## config.mk

```make
export PLATFORM = sky130hd
export DESIGN_NAME = sha3_scan_result_collector
export DESIGN_NICKNAME = d
export VERILOG_FILES = /design/src/rtl/sha3_scan_result_collector.sv
export SDC_FILE = /design/constraint.sdc
export NUM_CORES = 1
export LEC_CHECK = 0
export BUFFER_PORTS_ARGS = -buffer_cell sky130_fd_sc_hd__buf_4
export CAP_MARGIN = 20
export CORE_AREA = 2 2 697 699
export CTS_CLUSTER_DIAMETER = 60
export DETAILED_ROUTE_END_ITERATION = 6
export DIE_AREA = 0 0 699 701
export MAX_ROUTING_LAYER = met4
export PLACE_DENSITY_LB_ADDON = 0.15
export SLEW_MARGIN = 20
export SYNTH_ARGS = -nofsm -noshare
export SYNTH_HDL_FRONTEND = slang
export SYNTH_SLANG_ARGS = --single-unit
export TNS_END_PERCENT = 20
```

## constraint.sdc

```tcl
create_clock -name S_AXI_ACLK -period 6.4 [get_ports S_AXI_ACLK]
set_input_delay 1.28 -clock S_AXI_ACLK [delete_from_list [all_inputs] [get_ports S_AXI_ACLK]]
set_output_delay 1.28 -clock S_AXI_ACLK [all_outputs]
set_load 0.02 [all_outputs]
```

## src/rtl/sha3_scan_result_collector.sv

```systemverilog
// sha3_scan_result_collector
// Collects SHA3 scanner hits (nonce + leading hash words) into a small FIFO,
// presents them on a valid/ready stream, tracks the scan lifecycle and keeps
// hit/drop statistics.
//
// Handshake: the head entry is offered while res_valid=1 and is consumed on a
// clock edge where res_valid & res_ready are both 1; res_* stay stable while
// res_valid & !res_ready; res_* read as 0 whenever the FIFO is empty.
module sha3_scan_result_collector #(
    parameter int DEPTH      = 4,
    parameter int HASH_WORDS = 2
) (
    input  logic                         S_AXI_ACLK,
    input  logic                         S_AXI_ARESETN,
    input  logic                         dispatching,
    input  logic                         evaluating,
    input  logic                         found,
    input  logic [49:0][31:0]            hash,
    input  logic [31:0]                  nonce,
    output logic                         res_valid,
    input  logic                         res_ready,
    output logic [31:0]                  res_nonce,
    output logic [HASH_WORDS-1:0][31:0]  res_hash,
    output logic                         scanning,
    output logic                         scan_done,
    output logic [31:0]                  hit_count,
    output logic [31:0]                  drop_count,
    output logic                         spurious,
    input  logic                         clear_stats
);

    localparam int AW = $clog2(DEPTH);

    localparam logic [1:0] ST_IDLE = 2'd0;
    localparam logic [1:0] ST_RUN  = 2'd1;
    localparam logic [1:0] ST_TAIL = 2'd2;

    logic [1:0]                 state_q, state_d;
    logic                       scan_done_q, scan_done_d;
    logic [AW:0]                wr_ptr_q, wr_ptr_d;
    logic [AW:0]                rd_ptr_q, rd_ptr_d;
    logic [31:0]                nonce_mem_q [DEPTH];
    logic [31:0]                nonce_mem_d [DEPTH];
    logic [HASH_WORDS-1:0][31:0] hash_mem_q [DEPTH];
    logic [HASH_WORDS-1:0][31:0] hash_mem_d [DEPTH];
    logic [31:0]                hit_count_q, hit_count_d;
    logic [31:0]                drop_count_q, drop_count_d;
    logic                       spurious_q, spurious_d;

    logic fifo_empty, fifo_full;
    logic push_req, push_ok, push_drop, pop;
    logic spurious_set;

    // Words beyond HASH_WORDS are not stored; fold them so the port stays connected.
    logic unused_hash;
    assign unused_hash = ^hash;

    assign fifo_empty = (wr_ptr_q == rd_ptr_q);
    assign fifo_full  = (wr_ptr_q[AW] != rd_ptr_q[AW]) &&
                        (wr_ptr_q[AW-1:0] == rd_ptr_q[AW-1:0]);

    // Hit qualification, FIFO push/pop decisions and the scan FSM next state.
    always_comb begin
        state_d      = state_q;
        scan_done_d  = 1'b0;
        // A hit on the IDLE->RUN edge already belongs to the scan.
        push_req     = found && ((state_q != ST_IDLE) || dispatching);
        spurious_set = found && (state_q == ST_IDLE) && !dispatching;
        pop          = res_ready && !fifo_empty;
        push_ok      = push_req && (!fifo_full || pop);
        push_drop    = push_req && fifo_full && !pop;

        case (state_q)
            ST_IDLE: begin
                if (dispatching) state_d = ST_RUN;
            end
            ST_RUN: begin
                if (!dispatching) begin
                    state_d     = evaluating ? ST_TAIL : ST_IDLE;
                    scan_done_d = !evaluating;
                end
            end
            ST_TAIL: begin
                if (dispatching) begin
                    state_d = ST_RUN;
                end else if (!evaluating) begin
                    state_d     = ST_IDLE;
                    scan_done_d = 1'b1;
                end
            end
            default: state_d = ST_IDLE;
        endcase
    end

    // FIFO storage and pointer updates.
    always_comb begin
        nonce_mem_d = nonce_mem_q;
        hash_mem_d  = hash_mem_q;
        wr_ptr_d    = wr_ptr_q;
        rd_ptr_d    = rd_ptr_q;
        if (push_ok) begin
            nonce_mem_d[wr_ptr_q[AW-1:0]] = nonce;
            hash_mem_d[wr_ptr_q[AW-1:0]]  = hash[HASH_WORDS-1:0];
            wr_ptr_d                      = wr_ptr_q + 1'b1;
        end
        if (pop) begin
            rd_ptr_d = rd_ptr_q + 1'b1;
        end
    end

    // Statistics: saturating counters and sticky spurious flag; a clear always wins.
    always_comb begin
        hit_count_d  = hit_count_q;
        drop_count_d = drop_count_q;
        spurious_d   = spurious_q | spurious_set;
        if (push_ok && (hit_count_q != 32'hFFFF_FFFF)) begin
            hit_count_d = hit_count_q + 32'd1;
        end
        if (push_drop && (drop_count_q != 32'hFFFF_FFFF)) begin
            drop_count_d = drop_count_q + 32'd1;
        end
        if (clear_stats) begin
            hit_count_d  = 32'd0;
            drop_count_d = 32'd0;
            spurious_d   = 1'b0;
        end
    end

    // State registers with asynchronous active-low reset.
    always_ff @(posedge S_AXI_ACLK or negedge S_AXI_ARESETN) begin
        if (!S_AXI_ARESETN) begin
            state_q      <= ST_IDLE;
            scan_done_q  <= 1'b0;
            wr_ptr_q     <= '0;
            rd_ptr_q     <= '0;
            hit_count_q  <= 32'd0;
            drop_count_q <= 32'd0;
            spurious_q   <= 1'b0;
            for (int i = 0; i < DEPTH; i++) begin
                nonce_mem_q[i] <= 32'd0;
                hash_mem_q[i]  <= '0;
            end
        end else begin
            state_q      <= state_d;
            scan_done_q  <= scan_done_d;
            wr_ptr_q     <= wr_ptr_d;
            rd_ptr_q     <= rd_ptr_d;
            hit_count_q  <= hit_count_d;
            drop_count_q <= drop_count_d;
            spurious_q   <= spurious_d;
            nonce_mem_q  <= nonce_mem_d;
            hash_mem_q   <= hash_mem_d;
        end
    end

    // Outputs: head entry when non-empty, zero otherwise.
    always_comb begin
        res_valid  = !fifo_empty;
        res_nonce  = fifo_empty ? 32'd0 : nonce_mem_q[rd_ptr_q[AW-1:0]];
        res_hash   = fifo_empty ? '0    : hash_mem_q[rd_ptr_q[AW-1:0]];
        scanning   = (state_q != ST_IDLE);
        scan_done  = scan_done_q;
        hit_count  = hit_count_q;
        drop_count = drop_count_q;
        spurious   = spurious_q;
    end

endmodule

```

==> metrics.md, run 1 <==
| Metric | Value |
|---|---|
| Clock Skews | between 0.09 and 0.1 ns |
| Core area | 482000 µm² |
| Mean post-synth cell area | 14.1 µm² |
| Antenna Nets Post-Route | 0 |
| Hpwl dp | 65.8 mm |
| Slowest CP cell | dfrtp_4 |
| Clk sink count | 458 |
| Critical Path Sink Type | output pin |
| Largest net degree at the start of global routing | 123 |
| HP Class | register to register |
| Synth Instances | approximately 1500 |
| YS warnings | 0 |
| Cell Count Post-Placement | 8139 |
| Worst r2r path cells | 7 |
| Post-route cell area | 34100 µm² |
| Worst r2r src | rd_ptr_q[1]$_DFFE_PN0P_ |
| Top delay family on crit path | buffers and inverters |
| Commonest register cell after synthesis | dfrtp_1 |
| Total wire length | 98.2 mm |
| Row cnt | 255 |
| I/O pin count | 1803 |
| Place WS | approximately 1.7 ns |
| Total power | 17.1 mW |
| Post-synth EDFFs | 0 |
| Status | finished clean |
| Non-Filler Instances | 8300 |
| Crit path max fanout | 35 |
| Area Overhead vs Synth | 59.6% |
| Final GP Congestion | 0.646 |
| Post-CTS setup buffer count | 0 |
| Initial antenna violation count | 34 |
| Post-synthesis sequential area ratio | 53.6% |
| Worst EP arrival | 3.28 ns |
| Slew @ Worst Pin | 0.975 ns |
| Fin. max-slew vios | 0 |
| Final setup viols | 0 |
| CP dominant cell by count | buf_4 |
| Cts hold-fix bufs | 0 |
| Critical path cell sequence | buf_4 > mux4_2 > nor2b_1 > buf_4 |
| Crit Path Category | register to output pin |
| CP Buf/Inv Count | 2 |
| Die H | 701 µm |
| Fraction of layout instances using a drive strength above 1 | 50.5% |
| Net count after synthesis | between 3000 and 4000 |
| Leakage power | 11.7 nW |
| Die width | 699 µm |
| Post-cts sizing count | 0 |
| Cell Pwr Density | 500 nW/µm² |
| DP Area | between 30000 and 40000 µm² |
| I/O Buffers | 266 |
| TritonCTS Buffers | 82 |
| Worst Hold End | rd_ptr_q[2]$_DFFE_PN0P_ |
| Drt wl/cell | 11.8 µm |
| Reg-to-reg endpoint | hash_mem_q[169]$_DFFE_PN0P_ |
| Slew margin rel. | a little over a third |
| Initial Utilization | roughly 4.4% |
| Worst-path clk slew | 0.04 ns |
| Max Root-Sink Buffers | 4 |
| Min-delay src | rd_ptr_q[2]$_DFFE_PN0P_ |
| Hold path depth | 1 |
| Final min period | 4.56 ns |
| Flop2flop setup slack | 2.56 ns |
| Vias after detailed routing | between 10000 and 15000 |
| DRT iter0 DRCs | 456 |
| Max Freq | 219 MHz |
| Die ar. | 490000 µm² |
| Share of async-settable or async-resettable flops after synthesis | 100% |
| Setup TNS | 0 ns |
| RSZ-0062 raised after global routing | false |
| Yosys cell types | 41 |
| Tcrit/Tclk final | 71.3% |
| Peak supply drop | 289 µV |
| Crit start category | register |
| GR Overflow Total | 0 |
| Mapped Area | approximately 21000 µm² |
| Fin nets | about 3400 |
| Clk_lat worst skew | 0.81 ns |
| Vias in the first global route | about 15000 |
| Number of max-cap violations | 0 |
| Htree depth | 3 |
| Wire length of the first global-routing pass | 135 mm |
| Worst endpoint required time | 5.12 ns |
| GRT Overall Usage | slightly above 4% |
| Final hold viol count | 0 |
| Residual DRC | 0 |
| Vias per Instance | 1.68 |
| Final WS setup | 1.84 ns |
| Number of synthesized register bits | 458 |
| Root Driver | clkbuf_16 |
| CTS tree | yes |
| Drt pass-1 iters | 6 |
| CP peak stage delay | 0.90 ns |
[cells in the mapped netlist, types with 11 or more instances]
| cell | count | area share, % |
|---|---|---|
| a21oi_1 | 45 | 1.1 |
| buf_1 | 24 | 0.42 |
| buf_2 | 25 | 0.59 |
| clkbuf_1 | 42 | 0.74 |
| dfrtp_1 | 458 | 54 |
| ha_1 | 11 | 0.64 |
| inv_1 | 12 | 0.21 |
| mux2_2 | 404 | 21 |
| mux4_2 | 96 | 10 |
| nand2_1 | 34 | 0.60 |
| nand3_1 | 25 | 0.59 |
| nand4_1 | 22 | 0.64 |
| nor2_1 | 33 | 0.58 |
| nor2b_1 | 114 | 3.3 |
| nor4_1 | 14 | 0.41 |
| o21ai_0 | 18 | 0.42 |
| o31ai_1 | 22 | 0.77 |
| or3_1 | 18 | 0.53 |
| or4_1 | 27 | 0.95 |
[layout by cell type, fill, tap and decap left out, types with 7 or more instances in the layout]
cell type,count
buf_12,8
clkbuf_1,16
clkinv_2,12
ha_1,11
inv_1,12
or4_1,27
nor4b_1,7
clkbuf_16,82
nand4_1,22
bufinv_16,8
o21ai_0,18
and2_1,7
clkbuf_8,9
or3_1,18
nor4_1,13
mux2_2,404
dfrtp_1,456
buf_4,288
nor2_1,33
nand3_1,25
nand2_1,30
diode_2,23
mux4_2,96
a21oi_1,45
o31ai_1,22
nor2b_1,114
[metrics by stage]
step	hold WS (ns)	util, %
after floorplan	0.462	-
after global placement	0.479	6.52
after detailed placement	0.485	6.52
after CTS	0.486	7.07
after global routing	0.504	7.08
final	0.488	7.08
[power breakdown]
part           leakage [nW]  internal, mW  switching, mW
sequential             5.59          4.19          0.689
clock                  1.29          2.77           1.71
combinational          4.77          3.61           4.09
total                  11.7          10.6           6.49
[state kept, by name, summed over array words and instances (netlist names)]
name         count
hash_mem_q     256
nonce_mem_q    128
drop_count      32
hit_count       32
rd_ptr_q         3
wr_ptr_q         3
state_q          2
scan_done        1
spurious         1
[logic make-up (layout without fill, tap and decap cells)]
logic type                 count (synthesis)  after routing  synth area share [%]
AOI/OAI and AO/OA                         93             93                  2.58
xor gates and xnor gates                   7              7                 0.287
adders and majority gates                 11             11                 0.644
buffers and inverters                    106            447                  2.11
DFF                                      458            458                  53.6
muxes                                    503            503                  31.5
other                                      0             23                     0
and+or+nand+nor                          333            333                  9.21
[routing by layer]
layer | track usage, % | vias to the layer above | part of all wire (%)
li1 | - | 6256 | -
met4 | 1.66 | 0 | 3.6
met3 | 1.58 | 123 | 7.4
met5 | - | - | 0
met2 | 6.74 | 266 | 49
met1 | 4.36 | 7339 | 40
[area by class of cell]
type	instances	area, µm²
Fill cell	56200	448000
Sequential cell	458	11500
Multi-Input combinational cell	947	9520
Tap cell	6425	8040
Timing Repair Buffer	297	2340
Clock buffer	107	2240
Clock inverter	31	410
Antenna cell	23	57.6
Inverter	12	45.0
[worst max path at each step]
stage / startpoint / endpoint / cells after the start
4_1_cts: rd_ptr_q[1]$_DFFE_PN0P_ / res_hash[0] / 5
6_report: rd_ptr_q[1]$_DFFE_PN0P_ / res_hash[22] / 4
3_3_place_gp: found / hash_mem_q[90]$_DFFE_PN0P_ / 6
3_5_place_dp: found / hash_mem_q[89]$_DFFE_PN0P_ / 6
5_1_grt: rd_ptr_q[1]$_DFFE_PN0P_ / res_hash[0] / 5
2_1_floorplan: rd_ptr_q[0]$_DFFE_PN0P_ / res_hash[0] / 5
Note: power is estimated with default switching activity, not from simulation.
==> run 2: changes to the inputs <==
- CORE_AREA: 2 2 697 699 -> 2 2 702 704
- DIE_AREA: 0 0 699 701 -> 0 0 704 706
- clock period: 6.4 -> 4.77 ns (I/O delays scaled with it)
==> metrics.md, run 2 (same netlist as run 1, synthesis figures left out) <==
| Metric | Value |
|---|---|
| GRT Overall Usage | 3.78% (-0.29 points) |
| Hpwl dp | 61.6 mm (-6.3%) |
| CTS tree | yes |
| Final min period | 4.06 ns |
| Die H | 706 µm (+0.71%) |
| Cts hold-fix bufs | 0 (unchanged) |
| Biggest registers after layout | hash_mem_q (256), nonce_mem_q (128) |
| Fin. max-slew vios | 0 (unchanged) |
| Vias after detailed routing | 14100 (+0.78%) |
| Initial antenna violation count | 35 (+2.9%) |
| I/O Buffers | 266 (unchanged) |
| RSZ-0062 raised after global routing | false |
| Slew @ Worst Pin | 0.985 ns (+0.0104 ns) |
| Worst EP arrival | 3.10 ns (-0.18 ns) |
| Tcrit/Tclk final | 85.1% |
| Met3 GRT Util | 1.45% (-0.13 points) |
| Flop2flop setup slack | 1.17 ns (-1.39 ns) |
| Max Freq | about 250 MHz |
| Final GP Congestion | 0.637 (-1.5%) |
| Final hold viol count | 0 (unchanged) |
| Max Root-Sink Buffers | 4 (unchanged) |
| Critical Path Sink Type | output pin |
| Slew margin rel. | 34.1% (-0.69 points) |
| Largest register by flop count | hash_mem_q |
| Reg-to-reg endpoint | hash_mem_q[111]$_DFFE_PN0P_ |
| Row cnt | 257 (+0.78%) |
| Comb power frac | 45.1% (about the same) |
| Met2 Usage GRT | 6.06% (-0.68 points) |
| GR Overflow Total | 0 (unchanged) |
| Drt pass-1 iters | 4 (-2) |
| Die ar. | 497000 µm² (+1.4%) |
| HP Class | primary input to asynchronous set/reset pin |
| Worst endpoint required time | 3.82 ns (-1.30 ns) |
| Worst r2r src | rd_ptr_q[1]$_DFFE_PN0P_ |
| Most used routing layer | met2 |
| Vias in the first global route | 15600 (+0.88%) |
| Final setup viols | 0 (unchanged) |
| Residual DRC | 0 (unchanged) |
| I/O pin count | 1803 (unchanged) |
| DP Area | 31600 µm² (+0.60%) |
| Worst-path clk slew | 0.05 ns (about the same) |
| Core area | 489000 µm² (+1.5%) |
| Vias per Instance | 1.68 (about the same) |
| Clock Skews | 0.0978 ns (-0.00202 ns) |
| P_sw | 8.53 mW (+32%) |
| Total wire length | 92.6 mm (-5.8%) |
| Largest net degree at the start of global routing | 89 (-28%) |
| Clock Power Share | 26.2% (about the same) |
| Max FFs per register | 256 (unchanged) |
| Crit Path Category | register to output pin |
| Crit start category | register |
| Crit path max fanout | 65 (+86%) |
| Cell Count Post-Placement | 8202 (+0.77%) |
| Antenna Nets Post-Route | 0 (unchanged) |
| Area Overhead vs Synth | 60.4% |
| Cell internal pwr | 14.2 mW (+34%) |
| Reg power frac | 28.7% (about the same) |
| Switching share of power | 37.6% (-0.43 points) |
| Die width | 704 µm (+0.72%) |
| Root Driver | clkbuf_16 |
| Cell Pwr Density | 662 nW/µm² (+32%) |
| Post-route cell area | 34300 µm² (+0.48%) |
| M1 GR Usage | 4.20% (-0.16 points) |
| Leakage power | 11.7 nW (+0.50%) |
| Drt wl/cell | 11.1 µm (-6.5%) |
| Post-cts sizing count | 0 (unchanged) |
| Core Util, Final | 7.01% (-0.073 points) |
| Leading cell types in the layout, fill and taps excluded | 456 x dfrtp_1, 404 x mux2_2, 298 x buf_4 |
| Initial Utilization | 4.37% (-0.066 points) |
| Worst r2r path cells | 7 (unchanged) |
| Setup TNS | 0 ns (unchanged) |
| Status | finished clean |
| Fin nets | 3458 (+0.29%) |
| Htree depth | 3 (unchanged) |
| Wire length of the first global-routing pass | 130 mm (-4.2%) |
| Post-CTS setup buffer count | 0 (unchanged) |
| Clk_lat worst skew | 0.81 ns (about the same) |
| TritonCTS Buffers | 79 (-3.7%) |
| Clk sink count | 458 (unchanged) |
| Number of max-cap violations | 0 (unchanged) |
| DRT iter0 DRCs | 437 (-4.2%) |
| Fraction of layout instances using a drive strength above 1 | 51.0% (+0.53 points) |
| Commonest non-fill, non-tap cell in the layout | dfrtp_1 |
| Non-Filler Instances | 8367 (+0.81%) |
| Peak supply drop | 349 µV (+21%) |
-- run 2: through the flow --
stage,hold slack [ns],setup slack [ns],power (mW)
CTS,0.210,0.422,23.8
finish,0.229,0.713,22.7
detailed placement,0.482,0.743,17.5
floorplan,0.462,1.80,12.5
global route,0.234,0.441,24.3
global placement,0.477,0.758,17.5
-- run 2: area by class of cell --
type                            instances  area [µm²]
Clock buffer                          102        2150
Multi-Input combinational cell        947        9510
Tap cell                             6475        8100
Sequential cell                       458       11500
Inverter                               12        45.0
Clock inverter                         37         459
Antenna cell                           26        65.1
Timing Repair Buffer                  310        2470
Fill cell                           56700      455000
-- run 2: how the worst max path moves through the flow --
| stage | cells after the start | end | startpoint | slack [ns] |
|---|---|---|---|---|
| after detailed placement | 7 | nonce_mem_q[9]$_DFFE_PN0P_ | dispatching | 0.74 |
| after CTS | 4 | res_hash[12] | rd_ptr_q[0]$_DFFE_PN0P_ | 0.42 |
| after global placement | 7 | nonce_mem_q[10]$_DFFE_PN0P_ | dispatching | 0.76 |
| after global routing | 4 | res_hash[12] | rd_ptr_q[0]$_DFFE_PN0P_ | 0.44 |
| final | 4 | res_nonce[16] | rd_ptr_q[0]$_DFFE_PN0P_ | 0.71 |
| after floorplan | 5 | res_hash[0] | rd_ptr_q[0]$_DFFE_PN0P_ | 1.80 |
-- run 2: critical path, stage by stage (launching register included) --
cell,delay (ns)
dfrtp_4,0.65
buf_12,0.56
mux4_2,0.59
nor2b_1,0.18
buf_4,0.21
-- run 2: power by group through the flow --
stage                     Clock, mW  Sequential, mW  Combinational (mW)
after floorplan                   0            6.19                6.28
after global placement            0            6.61                10.8
after detailed placement          0            6.58                10.9
after CTS                      6.30            6.53                10.9
after global routing           6.43            6.74                11.2
final                          5.94            6.51                10.2
-- run 2: per-layer routing --
metal	wire length (µm)	part of all wire, %
met1	38500	42
met2	44500	48
met3	6360	6.9
met4	3240	3.5
met5	0	0
==> run 3: changes to the inputs <==
- PLACE_DENSITY: not set -> 0.3
- PLACE_DENSITY_LB_ADDON: 0.15 -> not set
==> metrics.md, run 3 (same netlist as run 1, synthesis figures left out) <==
| Metric | Value |
|---|---|
| Clk sink count | 458 (unchanged) |
| Fillers | 56800 (+0.12%) |
| Critical Path Sink Type | output pin |
| HP Class | primary input to asynchronous set/reset pin |
| Worst endpoint required time | 3.82 ns (about the same) |
| Root Driver | clkbuf_16 |
| Fraction of layout instances using a drive strength above 1 | 50.2% (-0.77 points) |
| Worst r2r path cells | 7 (unchanged) |
| Slew @ Worst Pin | 0.812 ns (-0.173 ns) |
| Commonest non-fill, non-tap cell in the layout | dfrtp_1 |
| Total power | 21.2 mW (-6.6%) |
| Worst EP arrival | 2.76 ns (-0.34 ns) |
| Leakage power | 11.4 nW (-2.3%) |
| Antenna Nets Post-Route | 0 (unchanged) |
| Biggest registers after layout | hash_mem_q (256), nonce_mem_q (128) |
| Htree depth | 2 (-1) |
| Crit path max fanout | 37 (-43%) |
| Drt wl/cell | 10.9 µm (-1.8%) |
| Leading cell types in the layout, fill and taps excluded | 456 x dfrtp_1, 404 x mux2_2, 280 x buf_4 |
| GR Overflow Total | 0 (unchanged) |
| Number of max-cap violations | 0 (unchanged) |
| Crit Path Category | register to output pin |
| Clock Skews | 0.0653 ns (-0.0324 ns) |
| Crit start category | register |
| Initial antenna violation count | 24 (-31%) |
| GRT Overall Usage | 3.68% (-0.10 points) |
| Final setup viols | 0 (unchanged) |
| Vias in the first global route | 15000 (-3.7%) |
| Total wire length | 90.3 mm (-2.4%) |
| Area Overhead vs Synth | 57.8% |
| Initial Utilization | 4.37% (unchanged) |
| Final GP Congestion | 0.655 (+2.8%) |
| RSZ-0062 raised after global routing | false |
| Final min period | 3.71 ns (-0.347 ns) |
| I/O pin count | 1803 (unchanged) |
| Post-CTS setup buffer count | 0 (unchanged) |
| Die width | 704 µm (unchanged) |
| CTS tree | yes |
| Setup TNS | 0 ns (unchanged) |
| Post-cts sizing count | 0 (unchanged) |
| Tcrit/Tclk final | 77.8% (-7.3 points) |
| Die ar. | 497000 µm² (unchanged) |
| Wire length of the first global-routing pass | 125 mm (-3.2%) |
| Fin. max-slew vios | 0 (unchanged) |
| Peak supply drop | 454 µV (+30%) |
| TritonCTS Buffers | 61 (-23%) |
| Fin nets | 3429 (-0.84%) |
| Slew margin rel. | 45.8% (+12 points) |
| Die H | 706 µm (unchanged) |
| Max Root-Sink Buffers | 3 (-1) |
| Final hold viol count | 0 (unchanged) |
| Largest net degree at the start of global routing | 84 (-5.6%) |
| Cell Pwr Density | 628 nW/µm² (-5.1%) |
| Core area | 489000 µm² (unchanged) |
| Clk_lat worst skew | 0.71 ns (-0.10 ns) |
| DRT iter0 DRCs | 554 (+27%) |
| I/O Buffers | 266 (unchanged) |
| Status | finished clean |
| Vias after detailed routing | 14000 (-0.94%) |
| Vias per Instance | 1.68 (-0.34%) |
| Worst-path clk slew | 0.06 ns (about the same) |
| Drt pass-1 iters | 6 (+2) |
| Residual DRC | 0 (unchanged) |
| Cts hold-fix bufs | 0 (unchanged) |
| Max FFs per register | 256 (unchanged) |
| Max Freq | 269 MHz (+9.3%) |
| Hpwl dp | 64.6 mm (+4.9%) |
| Row cnt | 257 (unchanged) |
| Largest register by flop count | hash_mem_q |
| Hold_ws | 0.157 ns (-0.0724 ns) |
[run 3: changes by cell type in the layout (fill, tap and decap cells not counted), moves of 3 or more]
cell       delta
buf_4        -18
clkbuf_16    -18
diode_2      -12
clkinv_2      -8
buf_12        +7
clkbuf_1      -5
bufinv_16     -4
clkinv_4      +4
clkbuf_8      +3
[run 3: per-layer routing]
| layer | GRT usage (%) | wire length [µm] | up-vias |
|---|---|---|---|
| met5 | - | 0 | - |
| met4 | 1.38 | 3140 | 0 |
| met3 | 1.94 | 10100 | 108 |
| met2 | 5.96 | 43400 | 273 |
| met1 | 3.77 | 33700 | 7386 |
| li1 | - | - | 6193 |
[run 3: report_power, final]
part           internal, mW  total, mW  switching (mW)
sequential             5.62       6.43           0.819
clock                  2.81       4.81            1.99
combinational          4.90       9.95            5.05
[run 3: worst max-delay path, stage by stage (launching register included)]
cell and delay [ns]:
dfrtp_4 0.57, xor2_1 0.21, nor3b_2 0.33, buf_4 0.52, nor2b_1 0.17, buf_4 0.20
[run 3: metrics by stage]
stage,cells,util [%],cell area (µm²),setup WS [ns]
floorplan,1511,-,21400,1.80
global placement,8191,6.46,31600,1.07
detailed placement,8191,6.46,31600,1.08
CTS,8302,6.89,33700,0.824
global route,8311,6.90,33700,0.814
finish,8316,6.90,33700,1.06
[run 3: cell type report]
class / instances / area (µm²) / area share, %
tap: 6475 / 8100 / 24.0
sequential: 458 / 11500 / 34.0
clock inverter: 29 / 363 / 1.08
timing repair buffer: 299 / 2480 / 7.34
clock buffer: 82 / 1730 / 5.11
antenna: 14 / 35.0 / 0.104
inverter: 12 / 45.0 / 0.134
multi-input combinational: 947 / 9520 / 28.2
[run 3: worst paths after layout]
kind                                              start                           to  slack, ns
worst min register to register  rd_ptr_q[2]$_DFFE_PN0P_      rd_ptr_q[2]$_DFFE_PN0P_       0.49
worst max-delay path            rd_ptr_q[0]$_DFFE_PN0P_                 res_hash[58]       1.06
min in group S_AXI_ACLK                      evaluating          scan_done$_DFF_PN0_       0.47
worst min-delay path                      S_AXI_ARESETN  hash_mem_q[210]$_DFFE_PN0P_       0.16
max in group asynchronous                 S_AXI_ARESETN   nonce_mem_q[8]$_DFFE_PN0P_       3.50
worst max register to register   state_q[0]$_DFFE_PN0P_    hit_count[28]$_DFFE_PN0P_       1.75
